==> config.mk <==
export PLATFORM = sky130hd
export DESIGN_NAME = sram_march_tester_flat
export DESIGN_NICKNAME = d
export VERILOG_FILES = /design/src/rtl/sram_march_tester_pkg.sv /design/src/rtl/sram_march_tester_if.sv /design/src/rtl/sram_march_tester_req_port.sv /design/src/rtl/sram_march_tester.sv /design/src/flat_wrapper.sv
export SDC_FILE = /design/constraint.sdc
export NUM_CORES = 1
export LEC_CHECK = 0
export BUFFER_PORTS_ARGS = -buffer_cell sky130_fd_sc_hd__clkbuf_2
export CORE_MARGIN = 2
export CORE_UTILIZATION = 47
export DETAILED_ROUTE_END_ITERATION = 7
export PLACE_DENSITY_LB_ADDON = 0.2
export SETUP_SLACK_MARGIN = 0.2
export SLEW_MARGIN = 5
export SYNTH_ARGS = -nofsm -noshare
export SYNTH_HDL_FRONTEND = slang
export SYNTH_SLANG_ARGS = --single-unit
==> constraint.sdc <==
create_clock -name clk -period 4.44 [get_ports clk]
set_clock_uncertainty 0.2 [all_clocks]
set_input_delay 1.332 -clock clk [delete_from_list [all_inputs] [get_ports clk]]
set_output_delay 1.332 -clock clk [all_outputs]
set_load 0.005 [all_outputs]
==> src/rtl/sram_march_tester_pkg.sv <==
// rtl/sram_march_tester_pkg.sv - shared types, phase codes and data pattern for the march tester
package sram_test_pkg;

  localparam int DEF_ADDR_W = 18;
  localparam int DEF_DATA_W = 16;

  localparam logic [1:0] PH_WR  = 2'd0;
  localparam logic [1:0] PH_RD  = 2'd1;
  localparam logic [1:0] PH_WRN = 2'd2;
  localparam logic [1:0] PH_RDN = 2'd3;

  typedef enum logic [2:0] {IDLE, ISSUE, HOLD, WAIT, CHECK, NEXT, FINISH} state_t;

  // Callers narrow the result to their data width, which also truncates the address.
  function automatic logic [63:0] pattern(input logic [63:0] a, input logic [63:0] seed);
    return a ^ seed;
  endfunction

endpackage

==> src/rtl/sram_march_tester_if.sv <==
// rtl/sram_march_tester_if.sv - request/response port between a tester and the SRAM controller
interface sram_march_tester_if #(
  parameter int ADDR_W = 18,
  parameter int DATA_W = 16
);
  logic              mem;
  logic              rw;
  logic [ADDR_W-1:0] addr;
  logic [DATA_W-1:0] data_f2s;
  logic              ready;
  logic [DATA_W-1:0] data_s2f;

  modport master (output mem, rw, addr, data_f2s, input ready, data_s2f);
  modport slave  (input mem, rw, addr, data_f2s, output ready, data_s2f);
endinterface

==> src/rtl/sram_march_tester_req_port.sv <==
// rtl/sram_march_tester_req_port.sv - one-access-at-a-time handshake engine for SRAM masters
module sram_req_port
  import sram_test_pkg::*;
#(
  parameter int ADDR_W = DEF_ADDR_W,
  parameter int DATA_W = DEF_DATA_W
) (
  input  logic              clk,
  input  logic              reset,
  input  logic              req,
  input  logic              req_rw,
  input  logic [ADDR_W-1:0] req_addr,
  input  logic [DATA_W-1:0] req_wdata,
  output logic              accepted,
  output logic              rdata_valid,
  output logic [DATA_W-1:0] rdata,
  sram_march_tester_if.master bus
);

  state_t            state, state_nxt;
  logic              mem_q;
  logic              rw_q;
  logic [ADDR_W-1:0] addr_q;
  logic [DATA_W-1:0] data_q;

  // mem follows the previous cycle's ready, so the strobe never depends combinationally on ready.
  always_ff @(posedge clk or negedge reset) begin
    if (!reset) begin
      state  <= IDLE;
      mem_q  <= 1'b0;
      rw_q   <= 1'b1;
      addr_q <= '0;
      data_q <= '0;
    end else begin
      state <= state_nxt;
      case (state)
        IDLE: begin
          mem_q <= 1'b0;
          if (req) begin
            rw_q   <= req_rw;
            addr_q <= req_addr;
            data_q <= req_rw ? '0 : req_wdata;
          end
        end
        ISSUE:   mem_q <= accepted ? 1'b0 : bus.ready;
        default: mem_q <= 1'b0;
      endcase
    end
  end

  always_comb begin
    state_nxt   = state;
    accepted    = 1'b0;
    rdata_valid = 1'b0;
    case (state)
      IDLE:  if (req) state_nxt = ISSUE;
      ISSUE: if (mem_q && bus.ready) begin
        accepted  = 1'b1;
        state_nxt = HOLD;
      end
      HOLD:  state_nxt = WAIT;
      WAIT:  if (bus.ready) begin
        rdata_valid = 1'b1;
        state_nxt   = IDLE;
      end
      default: state_nxt = IDLE;
    endcase
  end

  assign bus.mem      = mem_q;
  assign bus.rw       = rw_q;
  assign bus.addr     = addr_q;
  assign bus.data_f2s = data_q;
  assign rdata        = bus.data_s2f;

endmodule

==> src/rtl/sram_march_tester.sv <==
// rtl/sram_march_tester.sv - four-phase march sequencer that checks an SRAM through its controller
module sram_march_tester
  import sram_test_pkg::*;
#(
  parameter int                ADDR_W    = DEF_ADDR_W,
  parameter int                DATA_W    = DEF_DATA_W,
  parameter logic [ADDR_W-1:0] LAST_ADDR = 18'h3FFFF,
  parameter logic [DATA_W-1:0] SEED      = 16'hA5C3
) (
  input  logic              clk,
  input  logic              reset,
  input  logic              start,
  output logic              busy,
  output logic              done,
  output logic              pass,
  output logic [ADDR_W-1:0] err_addr,
  output logic [DATA_W-1:0] err_data,
  output logic [7:0]        err_count,
  sram_march_tester_if.master bus
);

  state_t            state, state_nxt;
  logic [1:0]        phase;
  logic [ADDR_W-1:0] cur_addr;
  logic              accepted, rdata_valid;
  logic [DATA_W-1:0] rdata, pat, expected;
  logic              is_read, descending, at_end;

  assign is_read    = (phase == PH_RD) || (phase == PH_RDN);
  assign descending = (phase == PH_WRN) || (phase == PH_RDN);
  assign at_end     = descending ? (cur_addr == '0) : (cur_addr == LAST_ADDR);
  assign pat        = DATA_W'(pattern(64'(cur_addr), 64'(SEED)));
  assign expected   = descending ? ~pat : pat;

  sram_req_port #(.ADDR_W(ADDR_W), .DATA_W(DATA_W)) u_port (
    .clk         (clk),
    .reset       (reset),
    .req         (state == ISSUE),
    .req_rw      (is_read),
    .req_addr    (cur_addr),
    .req_wdata   (expected),
    .accepted    (accepted),
    .rdata_valid (rdata_valid),
    .rdata       (rdata),
    .bus         (bus)
  );

  always_ff @(posedge clk or negedge reset) begin
    if (!reset) state <= IDLE;
    else        state <= state_nxt;
  end

  always_comb begin
    state_nxt = state;
    case (state)
      IDLE:    if (start) state_nxt = ISSUE;
      ISSUE:   if (accepted) state_nxt = HOLD;
      HOLD:    state_nxt = WAIT;
      WAIT:    if (rdata_valid) state_nxt = is_read ? CHECK : NEXT;
      CHECK:   state_nxt = NEXT;
      NEXT:    state_nxt = (at_end && phase == PH_RDN) ? FINISH : ISSUE;
      FINISH:  state_nxt = IDLE;
      default: state_nxt = IDLE;
    endcase
  end

  always_ff @(posedge clk or negedge reset) begin
    if (!reset) begin
      phase     <= PH_WR;
      cur_addr  <= '0;
      busy      <= 1'b0;
      done      <= 1'b0;
      pass      <= 1'b0;
      err_addr  <= '0;
      err_data  <= '0;
      err_count <= '0;
    end else begin
      case (state)
        IDLE: if (start) begin
          phase     <= PH_WR;
          cur_addr  <= '0;
          busy      <= 1'b1;
          done      <= 1'b0;
          pass      <= 1'b0;
          err_addr  <= '0;
          err_data  <= '0;
          err_count <= '0;
        end
        CHECK: if (rdata != expected) begin
          if (err_count != 8'hFF) err_count <= err_count + 8'd1;
          if (err_count == 8'd0) begin
            err_addr <= cur_addr;
            err_data <= rdata;
          end
        end
        NEXT: begin
          // Phase ends clamp the address so it never wraps past 0 or LAST_ADDR.
          if (at_end) begin
            if (phase != PH_RDN) begin
              phase    <= phase + 2'd1;
              cur_addr <= (phase == PH_WR) ? '0 : LAST_ADDR;
            end
          end else begin
            cur_addr <= descending ? cur_addr - 1'b1 : cur_addr + 1'b1;
          end
        end
        FINISH: begin
          busy <= 1'b0;
          done <= 1'b1;
          pass <= (err_count == 8'd0);
        end
        default: ;
      endcase
    end
  end

endmodule

==> src/flat_wrapper.sv <==
// flat-port wrapper written by rule: the top's interface ports become plain ports
module sram_march_tester_flat import sram_test_pkg::*;
#(
  parameter int                ADDR_W    = DEF_ADDR_W,
  parameter int                DATA_W    = DEF_DATA_W,
  parameter logic [ADDR_W-1:0] LAST_ADDR = 18'h3FFFF,
  parameter logic [DATA_W-1:0] SEED      = 16'hA5C3
)
  (clk, reset, start, busy, done, pass, err_addr, err_data, err_count, bus_mem, bus_rw, bus_addr, bus_data_f2s, bus_ready, bus_data_s2f);
  sram_march_tester_if #(.ADDR_W(ADDR_W), .DATA_W(DATA_W)) bus_i ();
  input  logic clk;
  input  logic reset;
  input  logic start;
  output logic busy;
  output logic done;
  output logic pass;
  output logic [ADDR_W-1:0] err_addr;
  output logic [DATA_W-1:0] err_data;
  output logic [7:0] err_count;
  output wire logic [$bits(bus_i.mem)-1:0] bus_mem;
  output wire logic [$bits(bus_i.rw)-1:0] bus_rw;
  output wire logic [$bits(bus_i.addr)-1:0] bus_addr;
  output wire logic [$bits(bus_i.data_f2s)-1:0] bus_data_f2s;
  input wire logic [$bits(bus_i.ready)-1:0] bus_ready;
  input wire logic [$bits(bus_i.data_s2f)-1:0] bus_data_s2f;
  assign bus_mem = bus_i.mem;
  assign bus_rw = bus_i.rw;
  assign bus_addr = bus_i.addr;
  assign bus_data_f2s = bus_i.data_f2s;
  assign bus_i.ready = bus_ready;
  assign bus_i.data_s2f = bus_data_s2f;
  sram_march_tester #(.ADDR_W(ADDR_W), .DATA_W(DATA_W), .LAST_ADDR(LAST_ADDR), .SEED(SEED)) u_core (.clk(clk), .reset(reset), .start(start), .busy(busy), .done(done), .pass(pass), .err_addr(err_addr), .err_data(err_data), .err_count(err_count), .bus(bus_i));
endmodule
# Word level (Yosys, flattened, before mapping)
# Index checks and enable logic that the tools add are counted.
dict set report totals {
  input_bits 20
  wordCells 113
  register_bits 107
  out_inout_bits 81
}
dict set report op_classes {
  muxes 45
  reduce_logical 20
  n_addsub 4
  bitwise 2
  eq_ne 28
}
# op n
set op_table {}
lappend op_table {{$mux W18} 7}
lappend op_table {{$mux W16} 5}
lappend op_table {{$pmux W18 S2} 2}
lappend op_table {{$pmux W16 S2} 1}
lappend op_table {{$mux W8} 3}
lappend op_table {{$mux W3} 7}
lappend op_table {{$add A18 B1 Y18 const B} 1}
lappend op_table {{$eq A18 B18 Y1 const B} 1}
lappend op_table {{$logic_not A18 Y1} 1}
lappend op_table {{$pmux W3 S6} 1}
lappend op_table {{$sub A18 B1 Y18 const B} 1}
lappend op_table {{$ne A16 B16 Y1} 1}
lappend op_table {{$not A16 Y16} 1}
lappend op_table {{$pmux W8 S2} 1}
lappend op_table {{$ne A2 B1 Y1 const B} 7}
lappend op_table {{$eq A3 B2 Y1 const B} 4}
lappend op_table {{$pmux W3 S4} 1}
lappend op_table {{$reduce_and A4 Y1} 3}
lappend op_table {{$mux W1} 10}
lappend op_table {{$ne A2 B2 Y1 const B} 5}
lappend op_table {{$eq A3 B3 Y1 const B} 3}
lappend op_table {{$reduce_and A3 Y1} 3}
lappend op_table {{$add A8 B1 Y8 const B} 1}
lappend op_table {{$logic_not A8 Y1} 1}
lappend op_table {{16 further kinds} 28}

# Longest topological paths before layout
# Gate-level depths: netlist of the first run.
dict set report depth {
  ltp_word 6
  ltp_mapped 15
  ltp_nobuf 12
}

# Modules after synthesis
# A second synthesis of the first run with hierarchy kept.
dict set report unflattened {
  cells_unflattened 645
  hier_area_um2 6028.3
}
# mod seq_area_each_um2 area_each_um2 instances cells_per_inst
set modules_own_cells {}
lappend modules_own_cells {sram_march_tester 1701.6 4309.1 1 500}
lappend modules_own_cells {sram_req_port 952.2 1719.1 1 145}

# Worst setup path after synthesis of the first run
# Ideal clock, no wire load.
dict set report synth_timing {
  path_type {register -> register}
  startpoint {reg u_core.phase[0]}
  endpoint {reg u_core.cur_addr[13]}
  n_path_buf 1
  required_ns 4.114
  synth_period_minus_slack_ns 3.423
  arrival_time_ns 3.097
  setup_slack_ns 1.017
  stages_incl_launch_ff 13
  setup_time_ns 0.126
  path_cell_list {dfrtp_1 > ha_1 > nor2_1 > inv_1 > ha_1 > clkbuf_1 > and4_1 > and4_1 > o21ai_0 > nand4b_1 > o21ai_0 > xnor2_1 > a221o_1}
}
dict set report synth_between {
  elab_chain_cells 5
  elab_cells_between_ends 13
  cone_classes {eq/ne: 4; mux: 6; reduce/logical: 3}
}
# element line_no
set synth_lines {}
lappend synth_lines {{start: declaration} sram_march_tester.sv:23} ;# logic [1:0] phase;
lappend synth_lines {{start signal: assignment} sram_march_tester.sv:100} ;# phase <= phase + 2'd1;
lappend synth_lines {{$eq A2 B2 Y1 or $logic_not A2 Y1 (tied branches)} {sram_march_tester.sv:30, sram_march_tester.sv:101}}
lappend synth_lines {{$logic_or A1 B1 Y1 or $mux W18 (tied branches)} {sram_march_tester.sv:30, sram_march_tester.sv:101}}
lappend synth_lines {{$mux W1 (tied with other cells)} sram_march_tester.sv:31} ;# assign at_end = descending ? (cur_addr == '0) : (cur_addr == LAST_ADDR);
lappend synth_lines {{$ne A3 B3 Y1 (no source line) or $mux W18 (tied branches)} -}
lappend synth_lines {{$reduce_and A3 Y1 (no source line) or $pmux W18 S2 (tied branches)} -}
lappend synth_lines {{end signal: assignment} sram_march_tester.sv:101} ;# cur_addr <= (phase == PH_WR) ? '0 : LAST_ADDR;
lappend synth_lines {{end signal: assignment} sram_march_tester.sv:104} ;# cur_addr <= descending ? cur_addr - 1'b1 : cur_addr + 1'b1;
lappend synth_lines {{end: declaration} sram_march_tester.sv:24} ;# logic [ADDR_W-1:0] cur_addr;
# Parallel ways exist; a longest one is shown, timed or not. The select of a mux whose other input is x is not followed.
# A chain may end at the register's enable or synchronous reset.

# Final worst setup path of the first run
dict set report layout_timing {
  startpoint {reg u_core.phase[0]}
  endpoint {reg u_core.err_addr[5]}
}
dict set report layout_between {
  elab_chain_cells 6
  elab_cells_between_ends 7
  cone_classes {eq/ne: 4; mux: 1; reduce/logical: 2}
}
# element line_no
set layout_lines {}
lappend layout_lines {{$eq A2 B2 Y1} sram_march_tester.sv:30} ;# assign descending = (phase == PH_WRN) || (phase == PH_RDN);
lappend layout_lines {{$logic_or A1 B1 Y1 *} sram_march_tester.sv:30}
lappend layout_lines {{$mux W16 *} sram_march_tester.sv:33} ;# assign expected = descending ? ~pat : pat;
lappend layout_lines {{$ne A16 B16 Y1 *} sram_march_tester.sv:89} ;# CHECK: if (rdata != expected) begin
lappend layout_lines {{$ne A2 B1 Y1 (no source line) *} -}
lappend layout_lines {{$reduce_and A4 Y1 (no source line) *} -}
lappend layout_lines {{end signal: assignment} sram_march_tester.sv:92} ;# err_addr <= cur_addr;
lappend layout_lines {{end: declaration} sram_march_tester.sv:16} ;# output logic [ADDR_W-1:0] err_addr,
# Mark *: on every way between the ends. The rest lies on a longest branch, timed or not.

==> metrics list, run 1 <==
- Data on the critical path is required at its endpoint by 4.47 ns.
- Ratio of total power to cell area: 676 mW/mm^2
* Overall routing resource usage: 24.4%
- Final clock period utilization by the worst path: 84.6%
* Layout filler cell count: 1082
* Die area: 0.0129 mm^2
* Clock Root Buffer: sky130_fd_sc_hd__clkbuf_16
- Via/cell ratio: 5.60
- The synthesized design contains 0 enable-type register cells.
- After synthesis, the largest family of logic cells by area is simple AND/OR/NAND/NOR gates.
- Of the total synthesized cell area, the portion taken by XOR and XNOR cells is 5.43%.
* Std-Cell Rows: 40
* Max Cap Violations: 0
- The count of endpoints failing hold in the final timing report was 0.
* Io pins: 101
- Largest net degree at the start of global routing: 62
- Walking the worst path, the cells encountered are ha_1, nor2_2, clkinvlp_4, buf_4, ha_1, xnor2_1, nand4_1, nor4_1, nand2_1, nand2_2, buf_12, o21ai_0.
* Critical path start-end classification: flop to flop
- Minimum period implied by the final worst setup slack: 3.76 ns
- Critical path endpoint category: flop
- Detailed routing inserted a total of 4680 vias.
- The first routing iteration left 323 violations.
- Buffer depth of the longest clock path: 2
- Residual DRC count: 0
- H-tree Lvls: 3
- Die Width: 114 um
* Cell taking the most area after synthesis: sky130_fd_sc_hd__dfrtp_1
- Prior to clock tree synthesis, the placed netlist has a worst setup slack of 0.439 ns.
- Remaining antenna violation count after routing: 0
* Multiplexer area fraction after synthesis: 3.54%
- Final count of pins violating max slew: 0
* Max incr delay on CP: 0.44 ns
- For this configuration, the core starts out at a cell density of 47.6%.
- The floorplan step set the die height to 114 um.
- In this run the static leakage power is 3.20 nW.
- Area growth syn-to-layout: 16.1%
- For this block, the routed nets add up to 15.0 mm of wire.
- Status: complete, no violations
* Maximum frequency from static timing analysis: 266 MHz
* Total iterations of the first detailed-routing run: 4
* Synth Register Bits: 106
* Fraction of post-synthesis cell area in the top cell type by area: 46.5%
- Clock tree synthesis found a total of 106 sinks.
* Top post-synthesis cells by area: sky130_fd_sc_hd__dfrtp_1, sky130_fd_sc_hd__nand2_1, sky130_fd_sc_hd__o21ai_0, sky130_fd_sc_hd__ha_1, sky130_fd_sc_hd__mux2_2
- Post-synth net total: 646
- Weighted congestion at the end of routability-driven global placement: 0.920
- Wire length of the first global-routing pass: 24.6 mm
- CP max stage cell: sky130_fd_sc_hd__nor4_1
- The worst-case IR drop observed on VDD is 0.363 mV.
- Port buffer count: 100
- Clock latency at the later pin of the worst-skew pair: 0.36 ns
- Clock transition at the register clock pins on the worst setup and hold paths after CTS: 0.07 ns
- By instance count, the cell type seen most on the critical path is sky130_fd_sc_hd__ha_1.
* CTS Buf Count: 9
- Crit path arrival time: 3.78 ns
- Accumulated negative setup slack: 0 ns
- After synthesis, flip-flops and latches occupy 47.0% of the total area.
- Cells after synthesis: 599
- The synthesized netlist devotes 15.2% of its cell area to compound gates.
- Of all nets on the critical path, the largest fanout is 54.
- After Yosys synthesis, full adders, half adders and majority gates account for 6.11% of the synthesized area.
* Antenna violations before repair: 0
- Antenna fix cells: 0
* GRT overflow: 0
- After synthesis, the netlist uses 64 different library cells.
* Worst path top cell family by delay: simple AND/OR/NAND/NOR gates
* Dominant register cell in the synthesized netlist: sky130_fd_sc_hd__dfrtp_1
- Count of yosys warnings during synthesis: 0
- In this run the worst hold path is classified as flop to flop.
- Counting flops with an async set or reset pin after synthesis yields a share of 100%.
* Setup WS post-layout: 0.684 ns
- Buf/Inv on CP: 3
- Post-Synthesis Cell Area: 0.00565 mm^2
* Slew at the pin with the worst max-slew slack: 0.998 ns
- Startpoint kind of the worst setup timing path: flop
- Setup violations remaining at the end of the flow were counted as 0.
* TritonCTS clock tree: done
* Core area: 0.0119 mm^2
- Setup repair after global routing missed its margin: no
* Simple-Gate Fraction of Synth Area: 18.5%
- The via count of the first global-routing pass is 4551.
- Share of layout cells above drive strength 1: 22.8%
- For flop-to-flop paths, the worst setup slack is 0.68 ns.
- Post-CTS Hold Buffers: 0
* WL/cell: 17.9 um
- Headroom to the max-slew limit came out at 33.5%.
* Average cell area after synthesis: 9.43 um^2
- After the last flow step, the layout net total stands at 730.
* Half-perimeter wire length of the detailed placement result: 11.0 mm
==> stage by stage <==
stage / total power [mW] / util, % / std cells / area [um^2] / hold slack [ns]
3_5_place_dp: 3.61 / 52.6 / 817 / 6230 / 0.265
2_1_floorplan: 2.86 / - / 599 / 5650 / 0.251
4_1_cts: 4.44 / 55.1 / 833 / 6540 / 0.279
6_report: 4.44 / 55.3 / 835 / 6560 / 0.268
5_1_grt: 4.76 / 55.3 / 835 / 6560 / 0.295
3_3_place_gp: 3.56 / 52.6 / 817 / 6230 / 0.251
==> layer usage <==
layer | vias up | routed length (um) | GRT usage [%] | share of wire, %
met5 | - | 0 | 0 | 0
met4 | 0 | 208 | 7.07 | 1.4
met3 | 17 | 698 | 3.88 | 4.7
met2 | 127 | 6680 | 37.7 | 45
met1 | 2289 | 7370 | 35.8 | 49
li1 | 2247 | - | - | -
==> worst reg2reg max path: stages, from the launching register on <==
cell and delay (ns):
sky130_fd_sc_hd__dfrtp_1 0.43, sky130_fd_sc_hd__ha_1 0.33, sky130_fd_sc_hd__nor2_2 0.32, sky130_fd_sc_hd__clkinvlp_4 0.17
sky130_fd_sc_hd__buf_4 0.19, sky130_fd_sc_hd__ha_1 0.42, sky130_fd_sc_hd__xnor2_1 0.21, sky130_fd_sc_hd__nand4_1 0.17
sky130_fd_sc_hd__nor4_1 0.44, sky130_fd_sc_hd__nand2_1 0.13, sky130_fd_sc_hd__nand2_2 0.23, sky130_fd_sc_hd__buf_12 0.25
sky130_fd_sc_hd__o21ai_0 0.15
==> final cells by class <==
| type | instances | area [um^2] | share of cell area, % |
|---|---|---|---|
| Inverter | 16 | 63.8 | 0.973 |
| Multi-Input combinational cell | 442 | 2770 | 42.2 |
| Sequential cell | 106 | 2650 | 40.5 |
| Timing Repair Buffer | 108 | 588 | 8.96 |
| Clock buffer | 11 | 243 | 3.70 |
| Tap cell | 147 | 184 | 2.80 |
| Clock inverter | 5 | 62.6 | 0.954 |
==> flip-flops by register name, summed over array words and instances, names as in the netlist, 2 cells and up <==
name and count:
u_core.cur_addr 18, u_core.err_addr 18, u_core.u_port.bus.addr 18, u_core.err_data 16
u_core.u_port.bus.data_f2s 16, u_core.err_count 8, u_core.state 3, u_core.phase 2
u_core.u_port.state 2
==> power breakdown <==
part | switching [mW] | internal (mW) | leakage [nW] | total (mW)
clock network | 0.366 | 0.456 | 0.142 | 0.822
logic | 1.12 | 0.842 | 1.66 | 1.96
registers | 0.355 | 1.30 | 1.40 | 1.65
total | 1.84 | 2.59 | 3.20 | 4.44
==> worst paths after layout <==
check | cells past startpoint | start | end
min in group asynchronous | 1 | reset | u_core.err_addr[12]
min | 2 | u_core.u_port.bus.rw | u_core.u_port.bus.rw
max in group asynchronous | 2 | reset | u_core.phase[0]
min reg2reg | 2 | u_core.u_port.bus.rw | u_core.u_port.bus.rw
max | 12 | u_core.phase[0] | u_core.err_addr[5]
max reg2reg | 12 | u_core.phase[0] | u_core.err_addr[5]
==> cells by family (layout without fill, tap and decap cells) <==
logic type / Yosys count / after routing
fa+ha+maj: 27 / 27
xor+xnor: 35 / 35
buf+inv: 51 / 140
mux: 18 / 18
flops: 106 / 106
compound gates: 138 / 138
simple gates: 224 / 224
==> timing repair <==
item	CTS	global route
buffers inserted	0	2
resized for setup	0	2
setup endpoints to repair	0	34
==> synthesized netlist by cell type (2+ instances only) <==
cell and count:
sky130_fd_sc_hd__a211oi_1 2, sky130_fd_sc_hd__a21o_1 5, sky130_fd_sc_hd__a21oi_1 21, sky130_fd_sc_hd__a221o_1 3, sky130_fd_sc_hd__a22o_1 8, sky130_fd_sc_hd__a22oi_1 2, sky130_fd_sc_hd__and2_1 3, sky130_fd_sc_hd__and3_1 3
sky130_fd_sc_hd__and4_1 3, sky130_fd_sc_hd__buf_2 8, sky130_fd_sc_hd__buf_6 4, sky130_fd_sc_hd__clkbuf_1 21, sky130_fd_sc_hd__dfrtp_1 105, sky130_fd_sc_hd__ha_1 26, sky130_fd_sc_hd__inv_1 16, sky130_fd_sc_hd__mux2_2 16
sky130_fd_sc_hd__mux2i_1 2, sky130_fd_sc_hd__nand2_1 129, sky130_fd_sc_hd__nand3_1 17, sky130_fd_sc_hd__nand4_1 9, sky130_fd_sc_hd__nor2_1 20, sky130_fd_sc_hd__nor2b_1 5, sky130_fd_sc_hd__nor3_1 13, sky130_fd_sc_hd__nor3b_2 2
sky130_fd_sc_hd__nor4_1 5, sky130_fd_sc_hd__o211ai_1 2, sky130_fd_sc_hd__o21a_1 2, sky130_fd_sc_hd__o21ai_0 72, sky130_fd_sc_hd__o21ai_1 2, sky130_fd_sc_hd__o31ai_1 3, sky130_fd_sc_hd__or3_1 4, sky130_fd_sc_hd__xnor2_1 19
sky130_fd_sc_hd__xor2_1 16
==> placed cells by master, fill, tap and decap left out, types with 2 or more instances in the layout <==
cell                           n
sky130_fd_sc_hd__nand2_1     128
sky130_fd_sc_hd__dfrtp_1     105
sky130_fd_sc_hd__clkbuf_2     99
sky130_fd_sc_hd__o21ai_0      72
sky130_fd_sc_hd__ha_1         26
sky130_fd_sc_hd__a21oi_1      21
sky130_fd_sc_hd__nor2_1       19
sky130_fd_sc_hd__xnor2_1      19
sky130_fd_sc_hd__nand3_1      17
sky130_fd_sc_hd__xor2_1       16
sky130_fd_sc_hd__mux2_2       16
sky130_fd_sc_hd__inv_1        15
sky130_fd_sc_hd__nor3_1       13
sky130_fd_sc_hd__nand4_1       9
sky130_fd_sc_hd__clkbuf_16     9
sky130_fd_sc_hd__a22o_1        8
sky130_fd_sc_hd__buf_4         7
sky130_fd_sc_hd__nor2b_1       5
sky130_fd_sc_hd__nor4_1        5
sky130_fd_sc_hd__a21o_1        5
sky130_fd_sc_hd__or3_1         4
sky130_fd_sc_hd__clkinvlp_4    3
sky130_fd_sc_hd__and4_1        3
sky130_fd_sc_hd__and3_1        3
sky130_fd_sc_hd__and2_1        3
sky130_fd_sc_hd__a221o_1       3
sky130_fd_sc_hd__o31ai_1       3
sky130_fd_sc_hd__o211ai_1      2
sky130_fd_sc_hd__a22oi_1       2
sky130_fd_sc_hd__a211oi_1      2
sky130_fd_sc_hd__o21a_1        2
sky130_fd_sc_hd__mux2i_1       2
sky130_fd_sc_hd__o21ai_1       2
sky130_fd_sc_hd__buf_12        2
Power figures use the tool's default switching activity.
==> inputs of run 2 (changes only) <==
--- a/config.mk
+++ b/config.mk
@@ -5,6 +5,7 @@
 export SDC_FILE = /design/constraint.sdc
 export NUM_CORES = 1
 export LEC_CHECK = 0
+export ABC_AREA = 1
 export BUFFER_PORTS_ARGS = -buffer_cell sky130_fd_sc_hd__clkbuf_2
 export CORE_MARGIN = 2
 export CORE_UTILIZATION = 47
==> constraint.sdc (replaced) <==
create_clock -name clk -period 3.1 [get_ports clk]
set_clock_uncertainty 0.2 [all_clocks]
set_input_delay 0.93 -clock clk [delete_from_list [all_inputs] [get_ports clk]]
set_output_delay 0.93 -clock clk [all_outputs]
set_load 0.005 [all_outputs]
==> run 2 against run 1 <==
Effect of this change:
- area after synthesis is 4.6% higher
- global-route usage rose by 0.080 points
- final area grew 14%
- flip-flop and latch count unchanged
- cell count increased by 28%
- synthesized cell count grew 31%
- via count grew 19%
- combinational power increased by 39%
- clock power increased by 28%
- wire length rose by 11%
- largest power group unchanged
- highest routed layer unchanged
==> metrics list, run 2 <==
- Die area: 0.0135 mm^2 (+4.4%)
- Dominant register cell in the synthesized netlist: sky130_fd_sc_hd__dfrtp_1
* Cells after synthesis: 783 (+31%)
- Worst path top cell family by delay: simple AND/OR/NAND/NOR gates
- Compound-gate portion of the synthesized area: 9.26% (-5.9 points)
- TritonCTS clock tree: done
- The commonest cells after synthesis are sky130_fd_sc_hd__nand2_1, sky130_fd_sc_hd__dfrtp_1, sky130_fd_sc_hd__inv_1.
- The share of synthesized cell area in full adder, half adder and majority cells was 5.85% (-0.27 points).
* Critical register-to-register path endpoint: u_core.err_data[12]
- Reg2Reg Launch Point: u_core.phase[1]
- Share of synthesized area occupied by flip-flops and latches: 44.9% (-2.0 points)
* Commonest non-fill, non-tap cell in the layout: sky130_fd_sc_hd__nand2_1
* Post-synthesis xor/xnor area fraction: 3.39% (-2.0 points)
* Tightest slew margin relative to the limit: 53.8% (+20 points)
* Critical path start-end classification: flop to flop
* Final net count: 944 (+29%)
- Clock transition at the register clock pins on the worst setup and hold paths after CTS: 0.07 ns (about the same)
- The flow ran to the end, and the final reports show no timing, DRC or antenna violations.
* Remaining antenna violation count after routing: 0 (unchanged)
- The final antenna diode count was 0 (unchanged).
- The number of filler cells placed in the layout came to 1113 (+2.9%).
- Switching Share: 41.7% (+0.16 points)
- Num Clock Sinks: 106 (unchanged)
- The path class of the tightest hold or removal check is flop to flop.
- The remaining global-route overflow was 0 (unchanged).
* Ratio of total power to cell area: 805 mW/mm^2 (+19%)
- Post-synth net total: 830 (+28%)
- Clock group share of total power: 17.4% (-1.1 points)
- Relative to the synthesized area, the layout overhead comes to 26.2%.
- The initial antenna violation count came to 0 (unchanged).
- The DRC marker count from the first detailed-route iteration is 406 (+26%).
* H-tree Lvls: 3 (unchanged)
- Average cell area after synthesis: 7.54 um^2 (-20%)
- The biggest fanout along the worst timing path came to 8 (-85%).
- Final count of pins violating max slew: 0 (unchanged)
- The HPWL after detailed placement came to 11.8 mm (+7.8%).
* Worst Reg-to-Reg Cells: 12 (unchanged)
- Seq pwr share: 37.2% (about the same)
* Cell with the most instances after synthesis: sky130_fd_sc_hd__nand2_1
* Via count of the first global-routing pass: 5128 (+13%)
* Combinational share of power: 45.4% (+1.1 points)
* Share of layout cells above drive strength 1: 23.2% (+0.35 points)
- The count of endpoints failing setup in the final report was 0 (unchanged).
- Multiplexer area fraction after synthesis: 0% (-3.5 points)
- Setup repair after global routing could not meet its margin everywhere.
- WL/cell: 15.5 um (-13%)
- Crit path arrival time: 2.92 ns (-0.86 ns)
- The standby leakage power was 3.75 nW (+17%).
* Most repeated library cell on the critical path: sky130_fd_sc_hd__ha_4
- The first-pass GRT wire length is 25.8 mm (+4.9%).
- The maximum number of pins on one net before global-route repair was 52 (-16%).
- The worst IR drop on VDD came to 0.470 mV (+30%).
* Dominant combinational cell family by area after synthesis: simple AND/OR/NAND/NOR gates
- The number of ports placed on the die boundary came to 101 (unchanged).
* Hold path depth: 2 (unchanged)
- The path with the worst hold slack has its endpoint at u_core.done.
- Reg2reg setup slack: 0.25 ns (-0.43 ns)
- Final Hold Slack: 0.277 ns (+0.00967 ns)
- The routability congestion estimate from global placement is 0.907 (-1.4%).
- Share of flip-flops with an asynchronous set or reset: 100% (unchanged)
* Slew at the pin with the worst max-slew slack: 0.694 ns (-0.304 ns)
- The highest clock rate was 351 MHz (+32%).
- The simple-gate area share of the yosys netlist is 28.8% (+10 points).
- Total number of vias: 5580 (+19%)
* Buf/Inv on CP: 2 (-1)
* Internal power summed over all cells: 3.50 mW (+35%)
- Accumulated negative setup slack: 0 ns (unchanged)
- Via/cell ratio: 5.21 (-7.0%)
* Minimum period implied by the final worst setup slack: 2.85 ns (-0.906 ns)
- Startpoint kind of the worst setup timing path: flop
* Top post-synthesis cells by area: sky130_fd_sc_hd__dfrtp_1, sky130_fd_sc_hd__nand2_1, sky130_fd_sc_hd__ha_1, sky130_fd_sc_hd__o21ai_0, sky130_fd_sc_hd__nand3_1
* Final clock period utilization by the worst path: 91.9% (+7.3 points)
- Die height: 116 um (+2.2%)
- CTS Buf Count: 9 (unchanged)
- The number of warning messages in the yosys log is 0 (unchanged).
* Die Width: 116 um (+2.2%)
- Top library cells by usage in the layout, fill and taps aside: sky130_fd_sc_hd__nand2_1, sky130_fd_sc_hd__dfrtp_1, sky130_fd_sc_hd__clkbuf_2, sky130_fd_sc_hd__inv_1, sky130_fd_sc_hd__o21ai_0
- Initial Util: 48.6% (+0.94 points)
- Clock latency at the later pin of the worst-skew pair: 0.35 ns (about the same)
- Port buffer count: 100 (unchanged)
* Data required time at the worst endpoint: 3.17 ns (-1.30 ns)
* Overall routing resource usage: 24.5% (+0.080 points)
- Max Cap Violations: 0 (unchanged)
* Critical path endpoint category: flop
* Clock Root Buffer: sky130_fd_sc_hd__clkbuf_16
- The register bit total from synthesis came to 106 (unchanged).
- The number of unique standard cell types used by synthesis was 31 (-52%).
- Std-Cell Rows: 40 (unchanged)
- Total iterations of the first detailed-routing run: 5 (+1)
- Residual DRC count: 0 (unchanged)
* Total wirelength of the detailed-routed design: 16.6 mm (+11%)
* Max incr delay on CP: 0.47 ns (+0.03 ns)
- The fraction of post-synthesis cell area in the top cell type by area is 44.5% (-2.0 points).
* Min-delay src: u_core.done
- The count of endpoints failing hold in the final timing report is 0 (unchanged).
* Post-Synthesis Cell Area: 0.00591 mm^2 (+4.6%)
* Cell taking the most area after synthesis: sky130_fd_sc_hd__dfrtp_1
- The buffer levels on the longest clock path was 2 (unchanged).
* Net Switching: 2.50 mW (+36%)
- Post-synth EDFFs: 0 (unchanged)
- Core area: 0.0122 mm^2 (+2.5%)
* CP max stage cell: sky130_fd_sc_hd__dfrtp_2
- Critical path, cell by cell: ha_4, nor2_4, clkinv_8, ha_4, xor2_1, nand4_1, nor2_2, nand3_4, nand2_8, clkbuf_16, nand2_1, o21ai_1
-- run 2: changes by cell type after synthesis, moves of 11 or more --
cell,previous run,this run
sky130_fd_sc_hd__o21ai_0,72,61
sky130_fd_sc_hd__nor2_1,20,44
sky130_fd_sc_hd__nand2_1,129,282
sky130_fd_sc_hd__inv_1,16,73
sky130_fd_sc_hd__mux2_2,16,0
sky130_fd_sc_hd__o21ai_1,2,22
sky130_fd_sc_hd__nand3_1,17,57
-- run 2: power groups by stage --
stage                     Sequential [mW]  Combinational, mW  Clock, mW
after floorplan                      2.10               1.50          0
after global placement               2.20               2.25          0
after detailed placement             2.21               2.30          0
after CTS                            2.19               2.32       1.07
after global routing                 2.28               3.02       1.12
final                                2.23               2.72       1.05
-- run 2: per-stage QoR --
step	instance area, um^2	cells	power, mW	setup slack, ns	utilization [%]
after floorplan	5910	783	3.60	0.519	-
after global placement	6620	1035	4.45	0.198	54.4
after detailed placement	6620	1035	4.51	0.0510	54.4
after CTS	6910	1051	5.59	0.217	56.8
after global routing	7450	1070	6.42	0.160	61.3
final	7450	1070	6.00	0.251	61.3
-- run 2: area by class of cell --
class	count	area (um^2)	share of cell area [%]
Sequential cell	106	2660	35.6
Inverter	78	305	4.10
Clock inverter	5	31.3	0.420
Multi-Input combinational cell	569	3130	41.9
Timing Repair Buffer	132	883	11.8
Tap cell	168	210	2.82
Clock buffer	11	233	3.12
Timing Repair inverter	1	8.76	0.117
-- run 2: metal layers --
metal  routed length (um)  track usage, %
met5                    0               0
met4                  374            8.41
met3                  687            3.43
met2                 7850            40.0
met1                 7730            33.8
-- run 2: how the worst max path moves through the flow --
stage | startpoint | endpoint | depth (start not counted)
3_3_place_gp | u_core.phase[1] | u_core.err_data[4] | 12
3_5_place_dp | u_core.phase[1] | u_core.err_data[3] | 12
4_1_cts | u_core.phase[0] | u_core.err_data[3] | 13
5_1_grt | u_core.phase[0] | u_core.err_data[12] | 13
6_report | u_core.phase[1] | u_core.err_data[12] | 12
2_1_floorplan | u_core.phase[0] | u_core.err_data[10] | 15
-- run 2: worst register-to-register path: stages (launching register included) --
cell,delay [ns]
sky130_fd_sc_hd__dfrtp_2,0.47
sky130_fd_sc_hd__ha_4,0.20
sky130_fd_sc_hd__nor2_4,0.27
sky130_fd_sc_hd__clkinv_8,0.17
sky130_fd_sc_hd__ha_4,0.36
sky130_fd_sc_hd__xor2_1,0.17
sky130_fd_sc_hd__nand4_1,0.12
sky130_fd_sc_hd__nor2_2,0.17
sky130_fd_sc_hd__nand3_4,0.14
sky130_fd_sc_hd__nand2_8,0.19
sky130_fd_sc_hd__clkbuf_16,0.18
sky130_fd_sc_hd__nand2_1,0.06
sky130_fd_sc_hd__o21ai_1,0.08
-- run 2: timing repair --
item | in CTS | in global routing
hold buffers | 0 | 0
gates resized for setup | 6 | 59
pin swaps | 0 | 12
buffers inserted | 0 | 12
endpoints found under the hold margin | 0 | 0
endpoints found under the setup margin | 31 | 50
gates cloned | 0 | 7
-- run 2: kinds of logic after synthesis --
kind of cell | Yosys count
AO/OA/AOI/OAI | 107
XOR/XNOR | 22
flip-flops | 106
buffers and inverters | 109
adder cells (fa/ha/maj) | 27
AND/OR/NAND/NOR | 412
==> inputs of run 3 (changes only) <==
--- a/config.mk
+++ b/config.mk
@@ -5,12 +5,12 @@
 export SDC_FILE = /design/constraint.sdc
 export NUM_CORES = 1
 export LEC_CHECK = 0
-export ABC_AREA = 1
 export BUFFER_PORTS_ARGS = -buffer_cell sky130_fd_sc_hd__clkbuf_2
 export CORE_MARGIN = 2
 export CORE_UTILIZATION = 47
 export DETAILED_ROUTE_END_ITERATION = 7
 export PLACE_DENSITY_LB_ADDON = 0.2
+export RECOVER_POWER = 50
 export SETUP_SLACK_MARGIN = 0.2
 export SLEW_MARGIN = 5
 export SYNTH_ARGS = -nofsm -noshare
==> run 3 against run 2 <==
Effect of this change:
- the flow now finishes with violations (max-capacitance violations, max-slew violations)
- die area fell by 4.2%
- critical endpoint is now u_core.cur_addr[10]
- utilization decreased by 1.7 points
- sequential power grew 4%
- flip-flop and latch count is the same
- register-to-register slack got worse by 0.16 ns
- sequential share of layout area up 1.9 points
- worst setup slack worse by 0.16 ns
- hold slack got worse by 0.012 ns
- wire length shrank 4.9%
- critical path type unchanged
- largest cell class unchanged
- total power grew 15%
- final area is 5.2% lower
- combinational power up 28%
==> metrics list, run 3 (synthesis results as in run 1) <==
- The run finished, with violations left.
* Failing checks: max-capacitance violations, max-slew violations
- Wire length of the first global-routing pass: 25.6 mm (-0.78%)
- Commonest non-fill, non-tap cell in the layout: sky130_fd_sc_hd__nand2_1
- Startpoint kind of the worst setup timing path: flop
* Overall routing resource usage: 25.6% (+1.1 points)
- The TritonCTS buffer count was 9 (unchanged).
- The count of TritonRoute iterations in the first routing pass came to 5 (unchanged).
- Critical path endpoint category: flop
- The combinational share of power is 50.4% (+5.0 points).
* Clock latency at the later pin of the worst-skew pair: 0.36 ns (about the same)
- Worst hold-check path type: flop to flop
* Post-CTS Hold Buffers: 0 (unchanged)
- In the layout the commonest cells are sky130_fd_sc_hd__nand2_1, sky130_fd_sc_hd__dfrtp_1, sky130_fd_sc_hd__clkbuf_2, sky130_fd_sc_hd__o21ai_0, sky130_fd_sc_hd__buf_4.
- Slew at the pin with the worst max-slew slack: 2.11 ns (+1.42 ns)
- Die area: 0.0129 mm^2 (-4.2%)
- The switching share of power is 40.8% (-0.93 points).
- The initial core utilization came to 47.6% (-0.94 points).
* Highest net fanout along the worst path: 15 (+7)
- Number of placed cells counting well taps: 856 (-17%)
- Via count of the first global-routing pass: 4712 (-8.1%)
- Die Width: 114 um (-2.1%)
* Weighted congestion at the end of routability-driven global placement: 0.921 (+1.5%)
- Setup WS post-layout: 0.0916 ns (-0.159 ns)
- The normalized max-slew margin was -40.7% (-94 points).
* Minimum period implied by the final worst setup slack: 3.01 ns (+0.159 ns)
* Final core utilization: 59.6% (-1.7 points)
- Accumulated negative setup slack: 0 ns (unchanged)
- TritonCTS clock tree: done
* Max incr delay on CP: 0.40 ns (-0.07 ns)
- The buffer levels on the longest clock path came to 2 (unchanged).
- Worst setup slack before clock tree synthesis: 0.00794 ns (-0.0430 ns)
* DP Area: 0.00657 mm^2 (-0.79%)
* CP max stage cell: sky130_fd_sc_hd__fa_2
- The total power after layout was 6.92 mW (+15%).
* WL/cell: 18.1 um (+16%)
- The area taken by flip-flops and latches came to 0.00265 mm^2 (about the same).
- The final cell count without fillers came to 876 (-18%).
- Area growth syn-to-layout: 25.2%
- The power per unit of standard cell area came to 979 mW/mm^2 (+22%).
* Final count of pins violating max slew: 38 (+38)
* Data required time at the worst endpoint: 3.14 ns (-0.03 ns)
- The highest clock rate is 332 MHz (-5.3%).
- Worst path top cell family by delay: compound AO/OA/AOI/OAI gates
- Residual DRC count: 0 (unchanged)
- The power spent charging and discharging nets was 2.82 mW (+13%).
* Layout filler cell count: 1097 (-1.4%)
* Clock Root Buffer: sky130_fd_sc_hd__clkbuf_16
- The post-route clock period utilization was 97.0% (+5.1 points).
- The total of max-cap violations is 1 (+1).
- Most repeated library cell on the critical path: sky130_fd_sc_hd__buf_4
- The critical path in this run is classified as flop to flop.
- Setup repair after global routing could not meet its margin everywhere.
- Port buffer count: 100 (unchanged)
- GRT overflow: 0 (unchanged)
- The total core area was 0.0119 mm^2 (-2.5%).
* Std-Cell Rows: 40 (unchanged)
- The final antenna diode count was 0 (unchanged).
* Total wirelength of the detailed-routed design: 15.8 mm (-4.9%)
- The cell-internal power is 4.10 mW (+17%).
- The standby leakage power was 3.39 nW (-9.5%).
* Die height: 114 um (-2.1%)
* Clock group share of total power: 16.2% (-1.2 points)
- The multi-input combinational cell area is 0.00298 mm^2 (-4.8%).
- Via/cell ratio: 5.47 (+4.9%)
* Half-perimeter wire length of the detailed placement result: 11.7 mm (-1.4%)
* Num Clock Sinks: 106 (unchanged)
- H-tree Lvls: 3 (unchanged)
* Post-route cell area: 0.00707 mm^2 (-5.2%)
- The count of buffering cells on the critical path with inverters included was 4 (+2).
- Final net count: 771 (-18%)
- Io pins: 101 (unchanged)
* Share of layout cells above drive strength 1: 29.5% (+6.3 points)
- The final hold slack came to 0.265 ns (-0.0125 ns).
* Remaining antenna violation count after routing: 0 (unchanged)
* Total number of vias: 4793 (-14%)
- The initial antenna violation count was 0 (unchanged).
- The worst IR drop on VDD was 0.461 mV (-1.9%).
- Number of hold-slack violations in the final timing report: 0 (unchanged)
- The clock edge transition at the registers on the reported setup and hold paths came to 0.07 ns (about the same).
- The sequential group share of total power was 33.5% (-3.7 points).
* Count of endpoints failing setup in the final report: 0 (unchanged)
- The maximum number of pins on one net before global-route repair was 57 (+9.6%).
* Crit path arrival time: 3.05 ns (+0.13 ns)
- The DRC marker count from the first detailed-route iteration is 320 (-21%).
- The signal on the critical path passes through buf_4, ha_4, nor2_4, inv_8, buf_4, fa_2, a21oi_2, o211ai_1, buf_4, a31o_2, a21oi_1, xnor2_1, o21ai_1, nand2_1.
## run 3: cell count changes in the layout (fill, tap and decap cells not counted), sizes merged, moves of 7 or more
cell / before / now
a22o: 1 / 8
inv: 78 / 16
buf: 29 / 47
o21ai: 83 / 74
mux2: 0 / 16
nand2: 288 / 130
xnor2: 11 / 19
nand3: 57 / 17
nor2: 48 / 20
nor3: 4 / 13
## run 3: area by class of cell
| cell class | instances | area share (%) |
|---|---|---|
| multi-input cells | 442 | 42.1 |
| flip-flops and latches | 106 | 37.5 |
| repair buffers | 149 | 12.7 |
| clock buffers | 13 | 3.82 |
| well taps | 147 | 2.60 |
| inverters | 16 | 0.956 |
| clock inverters | 3 | 0.319 |
## run 3: power groups by stage
stage,Clock (mW),Combinational (mW),Sequential [mW]
6_report,1.12,3.49,2.32
4_1_cts,1.14,3.41,2.31
3_5_place_dp,0,3.21,2.32
3_3_place_gp,0,3.18,2.30
5_1_grt,1.19,3.84,2.38
2_1_floorplan,0,1.93,2.23
## run 3: final timing paths
path                            depth (start not counted)                   end  slack (ns)                 start
worst max-delay path                                   14   u_core.cur_addr[10]        0.09       u_core.phase[0]
worst min-delay path                                    2  u_core.u_port.bus.rw        0.26  u_core.u_port.bus.rw
worst max register to register                         14   u_core.cur_addr[10]        0.09       u_core.phase[0]
worst min register to register                          2  u_core.u_port.bus.rw        0.26  u_core.u_port.bus.rw
max in group asynchronous                               2  u_core.u_port.bus.rw        0.38                 reset
min in group asynchronous                               1   u_core.err_addr[13]        0.97                 reset
## run 3: metal layers
metal	vias to the layer above	share of wire, %	GRT usage, %
li1	2338	-	-
met5	-	0	0
met4	0	1.5	7.72
met3	20	4.8	5.53
met1	2301	50	37.9
met2	134	44	37.7
## run 3: what timing repair did
action	CTS	global route
gates resized for setup	22	8
pin swaps	5	9
setup buffers	2	1
gates cloned	1	0
endpoints found under the setup margin	49	51
## run 3: worst register-to-register path, stage by stage, from the launching register on
cell and delay (ns):
sky130_fd_sc_hd__dfrtp_1 0.39, sky130_fd_sc_hd__buf_4 0.15, sky130_fd_sc_hd__ha_4 0.16, sky130_fd_sc_hd__nor2_4 0.15, sky130_fd_sc_hd__inv_8 0.11, sky130_fd_sc_hd__buf_4 0.16
sky130_fd_sc_hd__fa_2 0.40, sky130_fd_sc_hd__a21oi_2 0.18, sky130_fd_sc_hd__o211ai_1 0.16, sky130_fd_sc_hd__buf_4 0.18, sky130_fd_sc_hd__a31o_2 0.23, sky130_fd_sc_hd__a21oi_1 0.17
sky130_fd_sc_hd__xnor2_1 0.08, sky130_fd_sc_hd__o21ai_1 0.12, sky130_fd_sc_hd__nand2_1 0.06
